==> config.mk <==
export PLATFORM = sky130hd
export DESIGN_NAME = set_value_editor_flat
export DESIGN_NICKNAME = d
export VERILOG_FILES = /design/src/rtl/set_value_editor_if.sv /design/src/rtl/set_value_editor.sv /design/src/flat_wrapper.sv
export SDC_FILE = /design/constraint.sdc
export NUM_CORES = 1
export LEC_CHECK = 0
export ABC_CLOCK_PERIOD_IN_PS = 2350
export CORE_MARGIN = 5
export CORE_UTILIZATION = 30
export DETAILED_ROUTE_END_ITERATION = 10
export HOLD_SLACK_MARGIN = 0.15
export PLACE_DENSITY = 0.57
export SYNTH_ARGS = -nofsm -noshare
export SYNTH_HDL_FRONTEND = slang
export SYNTH_SLANG_ARGS = --single-unit
export TNS_END_PERCENT = 100
==> constraint.sdc <==
create_clock -name clk -period 2.35 [get_ports clk]
set_clock_uncertainty 0.15 [all_clocks]
set_input_delay 0.47 -clock clk [delete_from_list [all_inputs] [get_ports clk]]
set_output_delay 0.47 -clock clk [all_outputs]
set_load 0.01 [all_outputs]
==> src/rtl/set_value_editor_if.sv <==
// Button, field-select and load/edit signals between the mode controller and
// the set-value editor.
interface set_value_editor_if;
    logic       up_input;
    logic       down_input;
    logic       set_left;
    logic       set_right;
    logic       timer_mode;
    logic       copy;
    logic [6:0] load_left;
    logic [5:0] load_right;
    logic [6:0] left_value;
    logic [5:0] right_value;
    logic       changed;
    logic       holding;

    modport master (
        output up_input, down_input, set_left, set_right, timer_mode,
               copy, load_left, load_right,
        input  left_value, right_value, changed, holding
    );

    modport slave (
        input  up_input, down_input, set_left, set_right, timer_mode,
               copy, load_left, load_right,
        output left_value, right_value, changed, holding
    );
endinterface

==> src/rtl/set_value_editor.sv <==
// Up/down edit engine for the hour:min / min:sec pair, with press-and-hold
// auto-repeat on the field selected by set_left/set_right.
module set_value_editor #(
    parameter int unsigned REPEAT_DELAY  = 25000000,
    parameter int unsigned REPEAT_PERIOD = 5000000,
    parameter int unsigned CNT_W         = 25
) (
    input  logic              clk,
    input  logic              rst,
    set_value_editor_if.slave bus
);
    localparam logic [CNT_W-1:0] LP_DLY_LAST = CNT_W'(REPEAT_DELAY - 1);
    localparam logic [CNT_W-1:0] LP_PER_LAST = CNT_W'(REPEAT_PERIOD - 1);
    localparam logic [6:0]       LP_HOUR_MAX = 7'd23;
    localparam logic [6:0]       LP_TMIN_MAX = 7'd99;
    localparam logic [5:0]       LP_SEC_MAX  = 6'd59;

    typedef enum logic [1:0] {
        ST_IDLE,
        ST_DELAY,
        ST_REPEAT
    } state_t;

    state_t           r_state;
    state_t           w_state_nxt;
    logic [CNT_W-1:0] r_cnt;
    logic [CNT_W-1:0] w_cnt_nxt;
    logic             r_up_q;
    logic             r_dn_q;
    logic             r_armed;
    logic             r_field_left;
    logic             w_field_left_nxt;
    logic             r_dir_up;
    logic             w_dir_up_nxt;
    logic [6:0]       r_left;
    logic [6:0]       w_left_nxt;
    logic [5:0]       r_right;
    logic [5:0]       w_right_nxt;
    logic             r_changed;
    logic             r_holding;
    logic             w_step;

    logic       w_sel_ok;
    logic       w_dir_ok;
    logic       w_press;
    logic       w_abort;
    logic [6:0] w_left_max;
    logic [6:0] w_left_stepped;
    logic [5:0] w_right_stepped;

    assign w_sel_ok   = bus.set_left ^ bus.set_right;
    assign w_dir_ok   = bus.up_input ^ bus.down_input;
    assign w_left_max = bus.timer_mode ? LP_TMIN_MAX : LP_HOUR_MAX;

    // r_armed blocks a button still held through reset from looking like a press
    assign w_press = w_sel_ok & w_dir_ok & r_armed &
                     (bus.up_input ? ~r_up_q : ~r_dn_q);
    assign w_abort = ~w_sel_ok | ~w_dir_ok |
                     (bus.set_left != r_field_left) | (bus.up_input != r_dir_up);

    // Wrap-around step; out-of-range values snap to 0 (up) or max (down)
    always_comb begin
        w_left_stepped  = r_left;
        w_right_stepped = r_right;
        if (bus.up_input) begin
            w_left_stepped  = (r_left >= w_left_max) ? 7'd0 : r_left + 7'd1;
            w_right_stepped = (r_right >= LP_SEC_MAX) ? 6'd0 : r_right + 6'd1;
        end else begin
            w_left_stepped  = (r_left == 7'd0 || r_left > w_left_max)
                              ? w_left_max : r_left - 7'd1;
            w_right_stepped = (r_right == 6'd0 || r_right > LP_SEC_MAX)
                              ? LP_SEC_MAX : r_right - 6'd1;
        end
    end

    // Next-state, hold counter, step decision and field update
    always_comb begin
        w_state_nxt      = r_state;
        w_cnt_nxt        = r_cnt;
        w_step           = 1'b0;
        w_field_left_nxt = r_field_left;
        w_dir_up_nxt     = r_dir_up;
        w_left_nxt       = r_left;
        w_right_nxt      = r_right;

        if (bus.copy) begin
            w_state_nxt = ST_IDLE;
            w_cnt_nxt   = '0;
            w_left_nxt  = bus.load_left;
            w_right_nxt = bus.load_right;
        end else begin
            unique case (r_state)
                ST_IDLE: begin
                    if (w_press) begin
                        w_step           = 1'b1;
                        w_state_nxt      = ST_DELAY;
                        w_cnt_nxt        = '0;
                        w_field_left_nxt = bus.set_left;
                        w_dir_up_nxt     = bus.up_input;
                    end
                end
                ST_DELAY: begin
                    if (w_abort) begin
                        w_state_nxt = ST_IDLE;
                        w_cnt_nxt   = '0;
                    end else if (r_cnt == LP_DLY_LAST) begin
                        w_step      = 1'b1;
                        w_state_nxt = ST_REPEAT;
                        w_cnt_nxt   = '0;
                    end else begin
                        w_cnt_nxt = r_cnt + CNT_W'(1);
                    end
                end
                ST_REPEAT: begin
                    if (w_abort) begin
                        w_state_nxt = ST_IDLE;
                        w_cnt_nxt   = '0;
                    end else if (r_cnt == LP_PER_LAST) begin
                        w_step    = 1'b1;
                        w_cnt_nxt = '0;
                    end else begin
                        w_cnt_nxt = r_cnt + CNT_W'(1);
                    end
                end
                default: begin
                    w_state_nxt = ST_IDLE;
                    w_cnt_nxt   = '0;
                end
            endcase

            if (w_step) begin
                if (bus.set_left) w_left_nxt  = w_left_stepped;
                else              w_right_nxt = w_right_stepped;
            end
        end
    end

    always_ff @(posedge clk or posedge rst) begin
        if (rst) begin
            r_state      <= ST_IDLE;
            r_cnt        <= '0;
            r_up_q       <= 1'b0;
            r_dn_q       <= 1'b0;
            r_armed      <= 1'b0;
            r_field_left <= 1'b0;
            r_dir_up     <= 1'b0;
            r_left       <= '0;
            r_right      <= '0;
            r_changed    <= 1'b0;
            r_holding    <= 1'b0;
        end else begin
            r_state      <= w_state_nxt;
            r_cnt        <= w_cnt_nxt;
            r_up_q       <= bus.up_input;
            r_dn_q       <= bus.down_input;
            r_armed      <= r_armed | (~bus.up_input & ~bus.down_input);
            r_field_left <= w_field_left_nxt;
            r_dir_up     <= w_dir_up_nxt;
            r_left       <= w_left_nxt;
            r_right      <= w_right_nxt;
            r_changed    <= w_step;
            r_holding    <= (w_state_nxt != ST_IDLE);
        end
    end

    assign bus.left_value  = r_left;
    assign bus.right_value = r_right;
    assign bus.changed     = r_changed;
    assign bus.holding     = r_holding;
endmodule

==> src/flat_wrapper.sv <==
// flat-port wrapper written by rule: the top's interface ports become plain ports
module set_value_editor_flat 
#(
    parameter int unsigned REPEAT_DELAY  = 25000000,
    parameter int unsigned REPEAT_PERIOD = 5000000,
    parameter int unsigned CNT_W         = 25
)
  (clk, rst, bus_up_input, bus_down_input, bus_set_left, bus_set_right, bus_timer_mode, bus_copy, bus_load_left, bus_load_right, bus_left_value, bus_right_value, bus_changed, bus_holding);
  set_value_editor_if bus_i ();
  input  logic clk;
  input  logic rst;
  input wire logic [$bits(bus_i.up_input)-1:0] bus_up_input;
  input wire logic [$bits(bus_i.down_input)-1:0] bus_down_input;
  input wire logic [$bits(bus_i.set_left)-1:0] bus_set_left;
  input wire logic [$bits(bus_i.set_right)-1:0] bus_set_right;
  input wire logic [$bits(bus_i.timer_mode)-1:0] bus_timer_mode;
  input wire logic [$bits(bus_i.copy)-1:0] bus_copy;
  input wire logic [$bits(bus_i.load_left)-1:0] bus_load_left;
  input wire logic [$bits(bus_i.load_right)-1:0] bus_load_right;
  output wire logic [$bits(bus_i.left_value)-1:0] bus_left_value;
  output wire logic [$bits(bus_i.right_value)-1:0] bus_right_value;
  output wire logic [$bits(bus_i.changed)-1:0] bus_changed;
  output wire logic [$bits(bus_i.holding)-1:0] bus_holding;
  assign bus_i.up_input = bus_up_input;
  assign bus_i.down_input = bus_down_input;
  assign bus_i.set_left = bus_set_left;
  assign bus_i.set_right = bus_set_right;
  assign bus_i.timer_mode = bus_timer_mode;
  assign bus_i.copy = bus_copy;
  assign bus_i.load_left = bus_load_left;
  assign bus_i.load_right = bus_load_right;
  assign bus_left_value = bus_i.left_value;
  assign bus_right_value = bus_i.right_value;
  assign bus_changed = bus_i.changed;
  assign bus_holding = bus_i.holding;
  set_value_editor #(.REPEAT_DELAY(REPEAT_DELAY), .REPEAT_PERIOD(REPEAT_PERIOD), .CNT_W(CNT_W)) u_core (.clk(clk), .rst(rst), .bus(bus_i));
endmodule
==> impl_metrics.toml, run 1 <==
[sta]
max_freq_mhz = 436
setup_violations = 0
holdWs_ps = 319
hold_violations = 0
fin_ws_ps = 55.8
fin_crit_sh = 0.976
worst_slew_pin_slew_ps = 512
report.final.slew_viol_count = 0
maxSlewHeadroom = 0.655
layout_min_cycle_time_ps = 2290

[final_layout]
syn2layout_area_growth_pct = 37.4
multi_input_area_sq_um = 2290
regArea_sq_um = 1180
finalNetCount = 504
drive_above_1_share = 0.239
num_antenna_cells = 0
fill_cells = 1073

[synth]
synth.distinct_cells = 71
syn_area_sq_um = 3400
ys_ff_latch = 47
synth_simple_gate_area_share = 0.265
yosys_warnings = 0
avgSynthCellArea_sq_um = 8.86
syn_inst = 384
synth_most_common_cell = "dfrtp_1"
synthAdderAreaFrac = 0.0588
async_reset_ff_frac = 1.00
syn_nets = 421
synth_edf_count = 0
synth_top_area_frac = 0.346
synthXorXnorAreaFrac = 0.0875
synth_top_family_by_area = "simple AND/OR/NAND/NOR gates"
synthMuxAreaShare = 0.0257
synth_compound_area_frac = 0.175
synthFlopType = "dfrtp_1"
yosysTopAreaCell = "dfrtp_1"
netlist_top_cells_area = "dfrtp_1 (35%), ha_1 (5.9%), xor2_1 (5.1%)"
synth_commonest_cells = "dfrtp_1 (47), nor2_1 (42), nand2_1 (30)"
synth_seq_area_share = 0.346

[global_routing]
grt_pass1_vias = 3127
antenna_found_initial = 0
grt_usage = 0.142
grt_first_pass_wirelength_mm = 15.5
grt_overflow = 0
grt_max_degree = 29

[drt]
drcViolationCount = 0
firstDrtPassIters = 4
via_per_inst = 5.18
wl_per_cell_microns = 15.2
vias = 3152
routed_wl_mm = 9.23
antenna_left = 0
drtIter0Drc = 207

[worst_setup_path]
path_class = "reg2reg"
cp.required_ps = 2370
cp_max_fo = 7
setup.worst_path.end_class = "flop"
crit_arrival_ps = 2310
start_kind = "flop"

[clock_network]
h-tree-depth = 2
cts_tree = "yes"
cts_max_path_buffers = 2
cts_buffers = 5
clk_latency_ps = 290
cts_hold_buf = 0
path_clk_slew_ps = 60
cts_sinks = 47
root_buffer = "clkbuf_16"

[flow_run]
cap_violations = 0

[placement]
dp_slack_ps = -679
dp_hpwl_mm = 6.79
gp_congestion = 0.851
port_buffers = 35

[floorplan]
die_area_sq_um = 13600
fp.coreArea_sq_um = 11000
ioPinCount = 36
die_h_microns = 117
num_rows = 38
initial_core_util = 0.310
fp.dieW_microns = 117

[power]
p_leak_uw = 0.00191
ir_worst_vdd_mv = 0.304
p_total_uw = 2390
power_density_nw_per_um2 = 512

[status]
status = "completed"

[worst_hold_path]
hp-class = "in2reg"
-- kinds of logic after synthesis --
| logic type | Yosys count |
|---|---|
| XOR/XNOR | 34 |
| buffers and inverters | 34 |
| AND/OR/NAND/NOR | 166 |
| flip-flops | 47 |
| AO/OA/AOI/OAI | 79 |
| multiplexers | 8 |
| adder cells (fa/ha/maj) | 16 |
-- metal layers --
layer	wire length (microns)	vias to the layer above	GRT usage
li1	-	1553	-
met1	4350	1516	0.198
met2	4270	72	0.223
met3	440	11	0.0280
met4	160	0	0.0433
met5	0	-	0
-- cells in the final DEF (no fill, tap or decap), types with 3 or more instances in the layout --
master           count
nand4_1             12
clkdlybuf4s50_1     30
nor3b_1              4
o21ai_0             21
inv_1               16
o31ai_1              3
nor2_1              42
buf_4               51
clkbuf_16            5
and3_1               7
mux2i_1              4
and2_1               3
ha_1                11
xnor2_1             13
and4_1               3
nor3_2               5
ha_4                 5
buf_6                3
nor4_1               4
o21ai_1              6
nand2_1             30
nor3_1               9
nand3_1             23
dfrtp_1             47
xor2_1              19
a221o_1              4
a21oi_1              9
-- through the flow --
| stage | setup TNS [ps] | util | instances | cell area (sq um) |
|---|---|---|---|---|
| after floorplan | 0 | - | 384 | 3430 |
| after global placement | -17850 | 0.391 | 595 | 4290 |
| after detailed placement | -19230 | 0.391 | 595 | 4290 |
| after CTS | -14.8 | 0.416 | 606 | 4570 |
| after global routing | -8.58 | 0.426 | 608 | 4670 |
| final | 0 | 0.426 | 608 | 4670 |
-- layout make-up --
| cell class | instances | area share |
|---|---|---|
| timing repair buffer | 90 | 0.169 |
| sequential | 47 | 0.252 |
| tap | 140 | 0.0375 |
| multi-input combinational | 303 | 0.491 |
| clock buffer | 8 | 0.0335 |
| inverter | 20 | 0.0177 |
-- final timing paths --
| kind | start | to | slack (ps) | cells past startpoint |
|---|---|---|---|---|
| worst min register to register | u_core.r_cnt[0]$_DFFE_PP0P_ | u_core.r_cnt[0]$_DFFE_PP0P_ | 350 | 1 |
| max in group asynchronous | rst | u_core.bus.left_value[6]$_DFFE_PP0P_ | 1160 | 3 |
| worst min-delay path | bus_down_input | u_core.r_dn_q$_DFF_PP0_ | 320 | 1 |
| worst max register to register | u_core.bus.left_value[4]$_DFFE_PP0P_ | u_core.bus.left_value[2]$_DFFE_PP0P_ | 60 | 7 |
| worst max-delay path | u_core.bus.left_value[4]$_DFFE_PP0P_ | u_core.bus.left_value[2]$_DFFE_PP0P_ | 60 | 7 |
| min in group asynchronous | rst | u_core.bus.right_value[5]$_DFFE_PP0P_ | 370 | 2 |
-- power breakdown --
group | switching [uW] | internal, uW
sequential | 61.0 | 851
combinational | 358 | 367
clock | 301 | 453
-- worst max-delay path: stages, from the launching register on --
cell	delay [ps]
dfrtp_1	420
ha_4	230
a21o_1	200
a221o_1	390
a32oi_4	280
o32ai_1	130
a311oi_1	260
o21ai_1	110
-- flip-flops by register name, indices dropped and copies added (netlist names) --
signal / count
u_core.bus.changed: 1
u_core.bus.holding: 1
u_core.bus.left_value: 7
u_core.bus.right_value: 6
u_core.r_armed: 1
u_core.r_cnt: 25
u_core.r_dir_up: 1
u_core.r_dn_q: 1
u_core.r_field_left: 1
u_core.r_state: 2
u_core.r_up_q: 1
-- timing repair --
item	CTS	global route
setup endpoints to repair	36	13
resized for setup	25	20
pin swaps	8	13
setup buffers	3	2
Power figures use the tool's default switching activity.
==> run 2, diff against run 1 <==
- CORE_UTILIZATION: 30 -> 52
- HOLD_SLACK_MARGIN: 0.15 -> not set
- PLACE_DENSITY: 0.57 -> 0.85
==> run 2 against run 1 <==
  * Highest routed layer unchanged
  * First-iteration DRC count increased by 55%
  * Die area decreased by 39%
  * Combinational power decreased by 1%
  * Clock power decreased by 16%
  * Critical path depth increased by 2
  * Sequential power increased by 0.4%
  * Flip-flop and latch count unchanged
  * Sequential share of layout area increased by 0.96 points
  * Largest cell class unchanged
  * Critical endpoint is now u_core.bus.left_value[6]$_DFFE_PP0P_
  * Global-route usage increased by 8.1 points
  * Utilization increased by 28 points
==> impl_metrics.toml, run 2 (synthesis gave the netlist of run 1 again) <==
[status]
status = "completed"

[placement]
place_inst = 527
port_buffers = 35
gp_congestion = 0.955
dp_hpwl_mm = 6.63

[power]
p_seq_frac = 0.404
p_clk_frac = 0.280
intPower_uw = 1530
p_sw_frac = 0.328
p_total_uw = 2270
p_leak_uw = 0.00188
power_switching_uw = 743
combPwrFrac = 0.316
power_density_nw_per_um2 = 504
ir_worst_vdd_mv = 0.314

[global_routing]
grt.busiest_layer = "met2"
grt_usage = 0.224
grt_first_pass_wirelength_mm = 15.5
use_met3 = 0.0350
grt_max_degree = 24
gr-usage-met2 = 0.361
grt_overflow = 0
grt_pass1_vias = 3190
grt_use_met1 = 0.306
antenna_found_initial = 0

[worst_setup_path]
critPathTopFamily = "simple AND/OR/NAND/NOR gates"
start_kind = "flop"
path_cells = "ha_4, and4b_1, buf_4, o211ai_1, nand4_1, buf_4, nor2_2, nor4_2, o21ai_1"
cp.required_ps = 2400
setup.worst_path.end_class = "flop"
slowest_delay_ps = 460
worst_path_max_delay_cell = "dfrtp_1"
cp_max_fo = 4
crit_buf_inv = 2
crit_arrival_ps = 2400
path_class = "reg2reg"
cp_common_cell = "buf_4"

[sta]
max_freq_mhz = 426
maxSlewHeadroom = 0.584
fin_crit_sh = 0.998
fin_tns_setup_ps = 0
worst_slew_pin_slew_ps = 619
rsz0062_at_grt = "yes"
setup_violations = 0
report.final.slew_viol_count = 0
layout_min_cycle_time_ps = 2350
hold_violations = 0

[final_layout]
final_common_cell = "buf_4"
multi_input_area_sq_um = 2250
regArea_sq_um = 1180
finalNetCount = 503
fill_cells = 404
top_register = "u_core.r_cnt"
final_util = 0.709
final_cells = 544
layout_common_cells = "buf_4 (49), dfrtp_1 (47), nor2_1 (41)"
num_antenna_cells = 0
drive_above_1_share = 0.225
largest_reg_flops = 25
syn2layout_area_growth_pct = 32.3

[drt]
vias = 3459
firstDrtPassIters = 6
drtIter0Drc = 321
antenna_left = 0
wl_per_cell_microns = 18.6
routed_wl_mm = 10.1
via_per_inst = 6.36
drcViolationCount = 0

[clock_network]
cts_sinks = 47
cts_tree = "yes"
path_clk_slew_ps = 100
root_buffer = "clkbuf_8"
cts_buffers = 5
cts_max_path_buffers = 2
clk_latency_ps = 320
cts_hold_buf = 0
h-tree-depth = 2

[floorplan]
initial_core_util = 0.536
fp.coreArea_sq_um = 6350
fp.dieW_microns = 90.9
ioPinCount = 36
die_h_microns = 90.9
die_area_sq_um = 8260
num_rows = 29

[worst_hold_path]
hp-class = "in2reg"

[flow_run]
cap_violations = 0
## run 2: cell types whose count changed in the layout (fill, tap and decap cells not counted), moves of 2 or more
| cell | delta |
|---|---|
| clkbuf_16 | -5 |
| o21ai_0 | -2 |
| clkbuf_8 | +3 |
| buf_4 | -2 |
| nor3_2 | -3 |
| o21ai_1 | +2 |
| nor3_1 | +3 |
## run 2: path summary, 6_finish.rpt
path                                                      start                               endpoint  slack [ps]  cells after the start
hold reg to reg                     u_core.r_cnt[0]$_DFFE_PP0P_            u_core.r_cnt[0]$_DFFE_PP0P_         360                      1
setup / recovery           u_core.bus.left_value[6]$_DFFE_PP0P_   u_core.bus.left_value[6]$_DFFE_PP0P_           5                      9
hold / removal                                   bus_down_input                u_core.r_dn_q$_DFF_PP0_         270                      1
min in group asynchronous                                   rst  u_core.bus.right_value[5]$_DFFE_PP0P_         300                      2
setup reg to reg           u_core.bus.left_value[6]$_DFFE_PP0P_   u_core.bus.left_value[6]$_DFFE_PP0P_           5                      9
max in group asynchronous                                   rst               u_core.r_armed$_DFF_PP0_        1170                      3
## run 2: stage by stage
step           hold slack, ps  setup slack (ps)  area (sq um)
2_1_floorplan             305              8.25          3430
3_3_place_gp              328              -622          4160
3_5_place_dp              344              -834          4160
4_1_cts                   268             -41.1          4390
5_1_grt                   280              -143          4500
6_report                  271              4.81          4500
## run 2: area by class of cell
type	count	area share
clock buffers	5	0.0153
flip-flops and latches	47	0.261
multi-input cells	303	0.501
inverters	20	0.0178
repair buffers	89	0.173
clock inverters	3	0.0106
well taps	77	0.0214
## run 2: power groups by stage
stage / clock network, uW / logic, uW / registers, uW
6_report: 636 / 717 / 916
5_1_grt: 671 / 766 / 922
4_1_cts: 637 / 643 / 908
3_5_place_dp: 0 / 609 / 916
3_3_place_gp: 0 / 583 / 914
2_1_floorplan: 0 / 351 / 920
## run 2: timing repair
item,CTS,global route
endpoints found under the setup margin,40,20
pin swaps,16,15
gates resized for setup,25,15
gates cloned,0,1
buffers inserted,3,5
## run 2: metal layers
layer | up-vias | share of wire
met5 | - | 0
met4 | 0 | 0.032
met3 | 46 | 0.071
met2 | 184 | 0.49
met1 | 1670 | 0.41
li1 | 1559 | -
## run 2: worst reg2reg max path: stages (launching register included)
cell	delay [ps]
dfrtp_1	460
ha_4	310
and4b_1	230
buf_4	130
o211ai_1	130
nand4_1	230
buf_4	170
nor2_2	40
nor4_2	300
o21ai_1	90
==> run 3, diff against run 2 <==
- ABC_CLOCK_PERIOD_IN_PS: 2350 -> not set
- CORE_UTILIZATION: 52 -> 30
- PLACE_DENSITY: 0.85 -> 0.57
==> results of run 3 <==
No change in the layout: final DEF, timing and power equal those of run 1.
